<file path="src/rtl/multicycle_control_if.sv">
// Bundle between the multicycle RV32 control unit and its datapath.
// The control unit is the master: it consumes the IR fields and the ALU
// zero flag, and drives every datapath select/enable plus debug status.
interface multicycle_control_if #(
  parameter int CNT_W = 32
);
  // Decode inputs coming from the datapath
  logic [6:0]       opcode;
  logic [2:0]       funct3;
  logic             funct7_5;
  logic             zero;

  // Datapath control
  logic             PCWrite;
  logic             IorD;
  logic             MemRead;
  logic             MemWrite;
  logic             IRWrite;
  logic             MemtoReg;
  logic             RegWrite;
  logic             ALUSrcA;
  logic [1:0]       ALUSrcB;
  logic             PCSource;
  logic [3:0]       ALUControl;

  // Status / debug
  logic [3:0]       state;
  logic             illegal_op;
  logic [CNT_W-1:0] instr_retired;

  modport master (
    input  opcode, funct3, funct7_5, zero,
    output PCWrite, IorD, MemRead, MemWrite, IRWrite, MemtoReg, RegWrite,
           ALUSrcA, ALUSrcB, PCSource, ALUControl,
           state, illegal_op, instr_retired
  );

  modport slave (
    output opcode, funct3, funct7_5, zero,
    input  PCWrite, IorD, MemRead, MemWrite, IRWrite, MemtoReg, RegWrite,
           ALUSrcA, ALUSrcB, PCSource, ALUControl,
           state, illegal_op, instr_retired
  );
endinterface

</file>
<file path="src/rtl/multicycle_control.sv">
// Main control unit of the multicycle RV32 datapath.
// A Moore FSM walks FETCH -> DECODE -> execute -> writeback; all datapath
// selects are decoded from the state register (only the BRANCH PC enable
// looks at the live zero flag). After reset is released the FSM spends one
// "arming" cycle in FETCH with write enables gated, so no register, PC or
// memory write can happen before the first clean rising edge.
module multicycle_control #(
  parameter logic [3:0] RESET_STATE = 4'd0,
  parameter int         CNT_W       = 32
) (
  input  logic                clk,
  input  logic                reset,
  multicycle_control_if.master bus
);

  typedef enum logic [3:0] {
    FETCH     = 4'd0,
    DECODE    = 4'd1,
    MEM_ADDR  = 4'd2,
    MEM_READ  = 4'd3,
    MEM_WB    = 4'd4,
    MEM_WRITE = 4'd5,
    EXEC_R    = 4'd6,
    R_WB      = 4'd7,
    EXEC_I    = 4'd8,
    I_WB      = 4'd9,
    BRANCH    = 4'd10
  } state_t;

  localparam logic [6:0] OP_LW   = 7'b0000011;
  localparam logic [6:0] OP_SW   = 7'b0100011;
  localparam logic [6:0] OP_R    = 7'b0110011;
  localparam logic [6:0] OP_ADDI = 7'b0010011;
  localparam logic [6:0] OP_BEQ  = 7'b1100011;

  localparam logic [3:0] ALU_AND = 4'b0000;
  localparam logic [3:0] ALU_OR  = 4'b0001;
  localparam logic [3:0] ALU_ADD = 4'b0010;
  localparam logic [3:0] ALU_SUB = 4'b0110;

  // True for the five opcodes this datapath can execute
  function automatic logic opcode_supported(input logic [6:0] op);
    case (op)
      OP_LW, OP_SW, OP_R, OP_ADDI, OP_BEQ: opcode_supported = 1'b1;
      default:                             opcode_supported = 1'b0;
    endcase
  endfunction

  // R-type ALU operation from {funct7[5], funct3}; funct7 only splits add/sub
  function automatic logic [3:0] r_alu_code(input logic f7_5, input logic [2:0] f3);
    case (f3)
      3'b000:  r_alu_code = f7_5 ? ALU_SUB : ALU_ADD;
      3'b111:  r_alu_code = ALU_AND;
      3'b110:  r_alu_code = ALU_OR;
      default: r_alu_code = ALU_ADD;
    endcase
  endfunction

  state_t           state_r;
  logic             armed_r;
  logic [CNT_W-1:0] retired_r;

  logic       pc_write_s;
  logic       iord_s;
  logic       mem_read_s;
  logic       mem_write_s;
  logic       ir_write_s;
  logic       mem_to_reg_s;
  logic       reg_write_s;
  logic       alu_src_a_s;
  logic [1:0] alu_src_b_s;
  logic       pc_source_s;
  logic [3:0] alu_control_s;
  logic       illegal_op_s;

  // State sequencing, post-reset arming and retired-instruction counting
  always_ff @(posedge clk or negedge reset) begin
    if (!reset) begin
      state_r   <= state_t'(RESET_STATE);
      armed_r   <= 1'b0;
      retired_r <= '0;
    end else if (!armed_r) begin
      // first edge after release only arms the write enables
      armed_r <= 1'b1;
      state_r <= state_r;
    end else begin
      case (state_r)
        FETCH:  state_r <= DECODE;
        DECODE: begin
          case (bus.opcode)
            OP_LW, OP_SW: state_r <= MEM_ADDR;
            OP_R:         state_r <= EXEC_R;
            OP_ADDI:      state_r <= EXEC_I;
            OP_BEQ:       state_r <= BRANCH;
            default:      state_r <= FETCH;  // illegal: not retired
          endcase
        end
        MEM_ADDR: state_r <= (bus.opcode == OP_SW) ? MEM_WRITE : MEM_READ;
        // MDR latches every cycle, so writeback must follow the read directly
        MEM_READ: state_r <= MEM_WB;
        MEM_WB, MEM_WRITE, R_WB, I_WB, BRANCH: begin
          state_r   <= FETCH;
          retired_r <= retired_r + {{(CNT_W-1){1'b0}}, 1'b1};
        end
        EXEC_R:   state_r <= R_WB;
        EXEC_I:   state_r <= I_WB;
        default:  state_r <= FETCH;
      endcase
    end
  end

  // Moore output decode; write enables are gated until the FSM is armed
  always_comb begin
    pc_write_s    = 1'b0;
    iord_s        = 1'b0;
    mem_read_s    = 1'b0;
    mem_write_s   = 1'b0;
    ir_write_s    = 1'b0;
    mem_to_reg_s  = 1'b0;
    reg_write_s   = 1'b0;
    alu_src_a_s   = 1'b0;
    alu_src_b_s   = 2'b00;
    pc_source_s   = 1'b0;
    alu_control_s = ALU_ADD;
    illegal_op_s  = 1'b0;
    case (state_r)
      FETCH: begin
        mem_read_s  = 1'b1;
        ir_write_s  = 1'b1;
        alu_src_b_s = 2'b01;
        pc_write_s  = 1'b1;
      end
      DECODE: begin
        alu_src_b_s  = 2'b10;
        illegal_op_s = !opcode_supported(bus.opcode);
      end
      MEM_ADDR: begin
        alu_src_a_s = 1'b1;
        alu_src_b_s = 2'b10;
      end
      MEM_READ: begin
        iord_s     = 1'b1;
        mem_read_s = 1'b1;
      end
      MEM_WB: begin
        mem_to_reg_s = 1'b1;
        reg_write_s  = 1'b1;
      end
      MEM_WRITE: begin
        iord_s      = 1'b1;
        mem_write_s = 1'b1;
      end
      EXEC_R: begin
        alu_src_a_s   = 1'b1;
        alu_control_s = r_alu_code(bus.funct7_5, bus.funct3);
      end
      R_WB, I_WB: begin
        reg_write_s = 1'b1;
      end
      EXEC_I: begin
        alu_src_a_s = 1'b1;
        alu_src_b_s = 2'b10;
      end
      BRANCH: begin
        alu_src_a_s   = 1'b1;
        alu_control_s = ALU_SUB;
        pc_source_s   = 1'b1;
        pc_write_s    = bus.zero;
      end
      default: begin
        // unused encodings look like FETCH without any write
        mem_read_s  = 1'b1;
        alu_src_b_s = 2'b01;
      end
    endcase
    if (!armed_r) begin
      pc_write_s  = 1'b0;
      ir_write_s  = 1'b0;
      mem_write_s = 1'b0;
      reg_write_s = 1'b0;
    end else begin
      pc_write_s  = pc_write_s;
    end
  end

  assign bus.PCWrite       = pc_write_s;
  assign bus.IorD          = iord_s;
  assign bus.MemRead       = mem_read_s;
  assign bus.MemWrite      = mem_write_s;
  assign bus.IRWrite       = ir_write_s;
  assign bus.MemtoReg      = mem_to_reg_s;
  assign bus.RegWrite      = reg_write_s;
  assign bus.ALUSrcA       = alu_src_a_s;
  assign bus.ALUSrcB       = alu_src_b_s;
  assign bus.PCSource      = pc_source_s;
  assign bus.ALUControl    = alu_control_s;
  assign bus.state         = state_r;
  assign bus.illegal_op    = illegal_op_s;
  assign bus.instr_retired = retired_r;

endmodule

</file>
<file path="src/flat_wrapper.sv">
// flat-port wrapper written by rule: the top's interface ports become plain ports
module multicycle_control_flat 
#(
  parameter logic [3:0] RESET_STATE = 4'd0,
  parameter int         CNT_W       = 32
)
  (clk, reset, bus_opcode, bus_funct3, bus_funct7_5, bus_zero, bus_PCWrite, bus_IorD, bus_MemRead, bus_MemWrite, bus_IRWrite, bus_MemtoReg, bus_RegWrite, bus_ALUSrcA, bus_ALUSrcB, bus_PCSource, bus_ALUControl, bus_state, bus_illegal_op, bus_instr_retired);
  multicycle_control_if #(.CNT_W(CNT_W)) bus_i ();
  input  logic clk;
  input  logic reset;
  input wire logic [$bits(bus_i.opcode)-1:0] bus_opcode;
  input wire logic [$bits(bus_i.funct3)-1:0] bus_funct3;
  input wire logic [$bits(bus_i.funct7_5)-1:0] bus_funct7_5;
  input wire logic [$bits(bus_i.zero)-1:0] bus_zero;
  output wire logic [$bits(bus_i.PCWrite)-1:0] bus_PCWrite;
  output wire logic [$bits(bus_i.IorD)-1:0] bus_IorD;
  output wire logic [$bits(bus_i.MemRead)-1:0] bus_MemRead;
  output wire logic [$bits(bus_i.MemWrite)-1:0] bus_MemWrite;
  output wire logic [$bits(bus_i.IRWrite)-1:0] bus_IRWrite;
  output wire logic [$bits(bus_i.MemtoReg)-1:0] bus_MemtoReg;
  output wire logic [$bits(bus_i.RegWrite)-1:0] bus_RegWrite;
  output wire logic [$bits(bus_i.ALUSrcA)-1:0] bus_ALUSrcA;
  output wire logic [$bits(bus_i.ALUSrcB)-1:0] bus_ALUSrcB;
  output wire logic [$bits(bus_i.PCSource)-1:0] bus_PCSource;
  output wire logic [$bits(bus_i.ALUControl)-1:0] bus_ALUControl;
  output wire logic [$bits(bus_i.state)-1:0] bus_state;
  output wire logic [$bits(bus_i.illegal_op)-1:0] bus_illegal_op;
  output wire logic [$bits(bus_i.instr_retired)-1:0] bus_instr_retired;
  assign bus_i.opcode = bus_opcode;
  assign bus_i.funct3 = bus_funct3;
  assign bus_i.funct7_5 = bus_funct7_5;
  assign bus_i.zero = bus_zero;
  assign bus_PCWrite = bus_i.PCWrite;
  assign bus_IorD = bus_i.IorD;
  assign bus_MemRead = bus_i.MemRead;
  assign bus_MemWrite = bus_i.MemWrite;
  assign bus_IRWrite = bus_i.IRWrite;
  assign bus_MemtoReg = bus_i.MemtoReg;
  assign bus_RegWrite = bus_i.RegWrite;
  assign bus_ALUSrcA = bus_i.ALUSrcA;
  assign bus_ALUSrcB = bus_i.ALUSrcB;
  assign bus_PCSource = bus_i.PCSource;
  assign bus_ALUControl = bus_i.ALUControl;
  assign bus_state = bus_i.state;
  assign bus_illegal_op = bus_i.illegal_op;
  assign bus_instr_retired = bus_i.instr_retired;
  multicycle_control #(.RESET_STATE(RESET_STATE), .CNT_W(CNT_W)) u_core (.clk(clk), .reset(reset), .bus(bus_i));
endmodule
</file>
<file path="config.mk">
export PLATFORM = sky130hd
export DESIGN_NAME = multicycle_control_flat
export DESIGN_NICKNAME = d
export VERILOG_FILES = /design/src/rtl/multicycle_control_if.sv /design/src/rtl/multicycle_control.sv /design/src/flat_wrapper.sv
export SDC_FILE = /design/constraint.sdc
export NUM_CORES = 1
export LEC_CHECK = 0
export CAP_MARGIN = 20
export CORE_MARGIN = 2
export CORE_UTILIZATION = 50
export DETAILED_ROUTE_END_ITERATION = 8
export PLACE_DENSITY = 0.91
export RECOVER_POWER = 25
export SLEW_MARGIN = 10
export SYNTH_ARGS = -nofsm -noshare
export SYNTH_HDL_FRONTEND = slang
export SYNTH_SLANG_ARGS = --single-unit
</file>
<file path="constraint.sdc">
create_clock -name clk -period 5.3 [get_ports clk]
set_clock_uncertainty 0.05 [all_clocks]
set_input_delay 0.53 -clock clk [delete_from_list [all_inputs] [get_ports clk]]
set_output_delay 0.53 -clock clk [all_outputs]
set_load 0.05 [all_outputs]
</file>
==> results of run 1 <==
==> through the flow <==
step / setup WS (ps) / instance area [um2] / utilization, % / hold slack [ps]
5_1_grt: 2030 / 2860 / 71.0 / 467
6_report: 2200 / 2860 / 71.0 / 444
2_1_floorplan: 2190 / 2100 / - / 184
3_5_place_dp: 2490 / 2740 / 68.1 / 437
4_1_cts: 2210 / 2860 / 71.0 / 302
3_3_place_gp: 2540 / 2740 / 68.1 / 429
==> cells by family after synthesis <==
family | share of synthesized area, %
other | 0.358
adders and majority gates | 1.07
muxes | 1.01
AOI/OAI and AO/OA | 7.81
and+or+nand+nor | 27.5
buffers and inverters | 3.99
DFF | 44.1
xor gates and xnor gates | 14.1
==> power by group through the flow <==
stage          registers, mW  logic [mW]  clock network (mW)
2_1_floorplan          0.411       0.309                   0
4_1_cts                0.364       0.508               0.254
5_1_grt                0.373       0.539               0.267
3_5_place_dp           0.369       0.506                   0
3_3_place_gp           0.369       0.501                   0
6_report               0.364       0.505               0.251
==> cell usage after synthesis, types with 2 or more instances <==
master and n:
dfrtp_1 37, nand2_1 22, nor2_1 21, xnor2_1 20, xor2_1 12, nand4_1 11, nand3_1 10, nor3_1 9
inv_1 8, o21ai_0 8, and3_1 5, a21oi_1 4, buf_4 3, clkbuf_1 3, nor3b_1 3, o22ai_1 3
and2_1 2, conb_1 2, nor4_1 2, nor4_2 2
==> routing by layer <==
layer  GRT usage [%]  vias up  part of all wire, %  wire length [um]
met5               0        -                    0                 0
li1                -      886                    -                 -
met2            38.3       47                   51              2570
met3            7.31        6                  4.8               241
met4            8.58        0                  1.5                76
met1            29.0      898                   42              2130
==> flip-flops by register name, summed over array words and instances (netlist names) <==
| name | cells |
|---|---|
| u_core.bus.instr_retired | 32 |
| u_core.armed_r | 1 |
| u_core.bus.state | 4 |
==> area by class of cell <==
class / count / area [um2]
fill: 297 / 1170
multi-input combinational: 164 / 1090
sequential: 37 / 926
timing repair buffer: 64 / 634
clock buffer: 7 / 86.3
tap: 50 / 62.6
clock inverter: 1 / 30.0
inverter: 8 / 30.0
==> worst max-delay path by stage <==
stage	start	end	slack, ps	cells after the start
CTS	u_core.bus.state[3]$_DFFE_PN0P_	bus_ALUControl[0]	2210	5
global placement	bus_funct3[1]	bus_ALUControl[2]	2540	4
detailed placement	bus_opcode[4]	bus_illegal_op	2490	4
floorplan	u_core.bus.state[2]$_DFFE_PN0P_	bus_ALUControl[0]	2190	5
global route	u_core.bus.state[3]$_DFFE_PN0P_	bus_ALUControl[0]	2030	5
finish	u_core.bus.state[3]$_DFFE_PN0P_	bus_ALUControl[0]	2200	5
==> critical path: cells and delay by family, from the launching register on <==
family	cells	cell delay (ps)
and+or+nand+nor	4	810
DFF	1	610
buffers and inverters	1	820
==> flow_summary.toml, run 1 <==
[worst_setup_path]
arrival_ps = 2520
timing.rr.start = "u_core.bus.state[3]$_DFFE_PN0P_"
cpMaxStageDelayCell = "clkdlybuf4s50_1"
worstRegToRegCells = 5
end_kind = "output port"
r2r-end = "u_core.bus.instr_retired[31]$_DFFE_PN0P_"
rrSetupSlack_ps = 2890
cpPeakStageDelay_ps = 820
path_max_fanout = 20
path_cells = "or2b_1 > nor2_1 > nand3_1 > nor2_1 > clkdlybuf4s50_1"
critPathMostFrequentCell = "nor2_1"
startpoint_type = "flip-flop"
critical_path_class = "flip-flop to output port"
required_ps = 4720

[layout]
nets = 295
syn2layout_area_growth_pct = 36.2
mostFrequentLayoutCell = "clkdlybuf4s50_1"
fin_cells = 331
n_antenna_cell = 0
drive_above_1_share_pct = 6.76
layout_common_cells = "63 x clkdlybuf4s50_1, 37 x dfrtp_1, 22 x nand2_1"

[synthesis]
synth_area_mm2 = 0.00210
yosys_register_bits = 37
yosys.area.top_type = "dfrtp_1"
yosysWarnings = 0
syn-num-nets = 233
synthArstFlopShare_pct = 100
seq_area_frac_synth_pct = 44.1
synthCells = 218
synth_area_leaders = "dfrtp_1 44%, xnor2_1 8.3%, xor2_1 5.0%, nand2_1 3.9%, nor2_1 3.8%"
yosys.area.top_type_share_pct = 44.1
synth_cell_type_count = 51
syn_avg_cell_area_um2 = 9.63
synthFlopType = "dfrtp_1"
synth-edff-count = 0

[run_status]
violations = "max-capacitance violations, max-slew violations"
status = "finished with violations"

[sta]
rsz0062_at_grt = "false"
maxSlewHeadroom_pct = -30.2
report.final.slew_viol_count = 38
fin_crit_sh_pct = 58.4
layout_min_cycle_time_ps = 3100
hold_viol = 0
max_freq_ghz = 0.323
setup_viol = 0
fin_setup_tns_ps = 0
tightest_slew_ps = 1950

[clocking]
root_buffer = "clkbuf_8"
cts_setup_buffers = 0
clk_pin_slew_ps = 70
insertion_delay_ps = 290
cts_resized = 0
cts_tree = "done"
cts_made_buffers = 5
htreeDepth = 2
cts_hold_buf = 0
cts_buffer_depth = 2
cts.sinks = 37

[hold_path]
hold_end = "u_core.bus.instr_retired[12]$_DFFE_PN0P_"
min_path_type = "flip-flop to flip-flop"
whs_path_depth = 1
min-delay-start = "u_core.bus.instr_retired[12]$_DFFE_PN0P_"

[power_and_ir_drop]
worst_ir_drop_vdd_mv = 0.358
p_total_mw = 1.12
seqPwrFrac_pct = 32.5
power.leakage_nw = 1.20
clock_power_share_pct = 22.4
internal_power_mw = 0.633
netSwitchingFraction_pct = 43.5
comb_power_share_pct = 45.1
power_density_mw_per_mm2 = 392
switching_power_mw = 0.487

[drt]
drt_iter0_markers = 161
vias = 1837
antenna_left = 0
drt_pre_antenna_iters = 4
wl_per_cell_um = 15.2
drt_wl_total_um = 5020
drc = 0
viasPerCell = 5.55

[floorplanning]
num_io_pins = 66
core_region_area_mm2 = 0.00403
dieArea_mm2 = 0.00473
num_rows = 23
die_width_um = 68.8
start_util_pct = 52.1
die_y_um = 68.8

[job]
maxCapViolCount = 1

[grt]
antenna_found_initial = 0
grt_pass1_wl_um = 8180
gr-usage-all-layers_pct = 23.4
grt_max_degree = 38
first_global_vias = 1720
overflow = 0

[place]
gp_congestion = 0.793
port_buffers = 64
hpwl_um = 3620
dp_cells = 323
Note: power is estimated with default switching activity, not from simulation.
==> run 2: changes to the inputs <==
--- a/config.mk
+++ b/config.mk
@@ -7,9 +7,9 @@
 export LEC_CHECK = 0
 export CAP_MARGIN = 20
 export CORE_MARGIN = 2
-export CORE_UTILIZATION = 50
+export CORE_UTILIZATION = 46
 export DETAILED_ROUTE_END_ITERATION = 8
-export PLACE_DENSITY = 0.91
+export PLACE_DENSITY = 0.85
 export RECOVER_POWER = 25
 export SLEW_MARGIN = 10
 export SYNTH_ARGS = -nofsm -noshare
==> constraint.sdc (replaced) <==
create_clock -name clk -period 2.86 [get_ports clk]
set_clock_uncertainty 0.05 [all_clocks]
set_input_delay 0.286 -clock clk [delete_from_list [all_inputs] [get_ports clk]]
set_output_delay 0.286 -clock clk [all_outputs]
set_load 0.05 [all_outputs]
==> run 2 against run 1 <==
Compared with the run above:
- the flow still finishes with violations (max-capacitance violations, max-slew violations)
- critical path depth stayed put
- clock power is 51% higher
- register-to-register slack worse by 2300 ps
- non-clock buffer count increased by 2
- first-iteration DRC count is 12% lower
- power is 78% higher
- hold slack lost 5.9 ps
- sequential share of layout area is essentially flat
- design area up 0.13%
- wire length decreased by 2.0%
- flip-flop and latch count did not move
- combinational power rose by 86%
- critical path type unchanged
- critical endpoint is now bus_RegWrite
- largest cell class unchanged
==> flow_summary.toml, run 2 (synthesis results as in run 1) <==
[layout]
fillers = 371
largest_reg_flops = 32
mostFrequentLayoutCell = "clkdlybuf4s50_1"
syn2layout_area_growth_pct = 36.4
utilization_pct = 65.3
nets = 297
drive_above_1_share_pct = 8.48
n_antenna_cell = 0
layout_common_cells = "62 x clkdlybuf4s50_1, 36 x dfrtp_1, 22 x nand2_1"

[worst_setup_path]
cp_num_buf_inv = 1
startpoint_type = "flip-flop"
end_kind = "output port"
critical_path_class = "flip-flop to output port"
rrSetupSlack_ps = 590
cpPeakStageDelay_ps = 800
path_max_fanout = 14
path_cells = "or2b_1 > o21ai_0 > a21oi_1 > nor2b_1 > clkdlybuf4s50_1"
crit_family = "buffers and inverters"
arrival_ps = 2340
required_ps = 2520
cpMaxStageDelayCell = "clkdlybuf4s50_1"

[sta]
hold-worst-slack_ps = 438
hold_viol = 0
tightest_slew_ps = 1910
maxSlewHeadroom_pct = -27.1
rsz0062_at_grt = "false"
max_freq_ghz = 0.374
layout_min_cycle_time_ps = 2670
setup_viol = 0
fin_setup_tns_ps = 0
report.final.slew_viol_count = 38
fin_crit_sh_pct = 93.5
worst_slack_ps = 186

[job]
maxCapViolCount = 1

[place]
dp_worst_setup_slack_ps = 418
port_buffers = 64
gp_congestion = 0.857
hpwl_um = 3520

[drt]
drt_iter0_markers = 142
drc = 0
wl_per_cell_um = 14.7
drt_pre_antenna_iters = 4
viasPerCell = 5.49
antenna_left = 0
vias = 1839
drt_wl_total_um = 4920

[grt]
first_global_vias = 1779
grt_max_degree = 38
antenna_found_initial = 0
grt_pass1_wl_um = 8270
overflow = 0
gr-usage-all-layers_pct = 20.1

[hold_path]
min_path_type = "flip-flop to flip-flop"

[floorplanning]
dieArea_mm2 = 0.00512
num_rows = 24
num_io_pins = 66
core_region_area_mm2 = 0.00438
start_util_pct = 47.9
die_y_um = 71.6
die_width_um = 71.6

[clocking]
cts_tree = "done"
clk_pin_slew_ps = 70
htreeDepth = 2
cts_made_buffers = 5
cts.sinks = 37
cts_buffer_depth = 2
cts_setup_buffers = 0
insertion_delay_ps = 290
root_buffer = "clkbuf_8"

[power_and_ir_drop]
power.leakage_nw = 1.22
worst_ir_drop_vdd_mv = 0.351
power_density_mw_per_mm2 = 699

[run_status]
violations = "max-capacitance violations, max-slew violations"
status = "finished with violations"
-- run 2: cell count changes in the layout (fill, tap and decap cells not counted) --
cell / previous run / this run
clkinv_2: 0 / 1
clkinv_4: 0 / 1
clkdlybuf4s50_1: 63 / 62
nor2_1: 21 / 20
dfrtp_1: 37 / 36
clkbuf_1: 2 / 1
nor2_2: 0 / 1
dlymetal6s2s_1: 0 / 1
buf_4: 0 / 2
dfrtp_2: 0 / 1
bufinv_16: 1 / 0
-- run 2: cell type report --
cell class,instances,area [um2],share of cell area [%]
clock buffers,6,82.6,2.88
clock inverters,2,13.8,0.481
inverters,8,30.0,1.05
multi-input cells,164,1090,38.2
flip-flops and latches,37,927,32.4
well taps,52,65.1,2.27
repair buffers,66,652,22.8
-- run 2: stage by stage --
step / cells / instance area (um2) / total power [mW]
2_1_floorplan: 218 / 2100 / 1.33
3_3_place_gp: 327 / 2760 / 1.61
3_5_place_dp: 327 / 2760 / 1.63
4_1_cts: 335 / 2860 / 2.01
5_1_grt: 335 / 2860 / 2.09
6_report: 335 / 2860 / 2.00
-- run 2: path summary, 6_finish.rpt --
kind                            cells after the start                                     start                                        to
worst max-delay path                                5           u_core.bus.state[2]$_DFFE_PN0P_                              bus_RegWrite
worst min-delay path                                1  u_core.bus.instr_retired[12]$_DFFE_PN0P_  u_core.bus.instr_retired[12]$_DFFE_PN0P_
worst max register to register                      5           u_core.bus.state[0]$_DFFE_PN0P_  u_core.bus.instr_retired[31]$_DFFE_PN0P_
worst min register to register                      1  u_core.bus.instr_retired[12]$_DFFE_PN0P_  u_core.bus.instr_retired[12]$_DFFE_PN0P_
max in group asynchronous                           1                                     reset           u_core.bus.state[1]$_DFFE_PN0P_
min in group asynchronous                           1                                     reset   u_core.bus.instr_retired[6]$_DFFE_PN0P_
-- run 2: what timing repair did --
item | CTS | global route
hold buffers | 0 | 0
endpoints found under the setup margin | 0 | 1
resized for setup | 0 | 2
-- run 2: metal layers --
| layer | up-vias | share of wire (%) | track usage, % |
|---|---|---|---|
| li1 | 887 | - | - |
| met1 | 890 | 45 | 27.8 |
| met2 | 56 | 48 | 32.1 |
| met3 | 6 | 5.6 | 4.08 |
| met4 | 0 | 1.2 | 6.08 |
| met5 | - | 0 | 0 |
-- run 2: report_power, final --
| group | leakage [nW] | internal [mW] | switching (mW) | total, mW |
|---|---|---|---|---|
| registers | 0.506 | 0.565 | 0.114 | 0.680 |
| clock network | 0.0512 | 0.195 | 0.185 | 0.380 |
| logic | 0.662 | 0.327 | 0.613 | 0.941 |
| total | 1.22 | 1.09 | 0.912 | 2.00 |
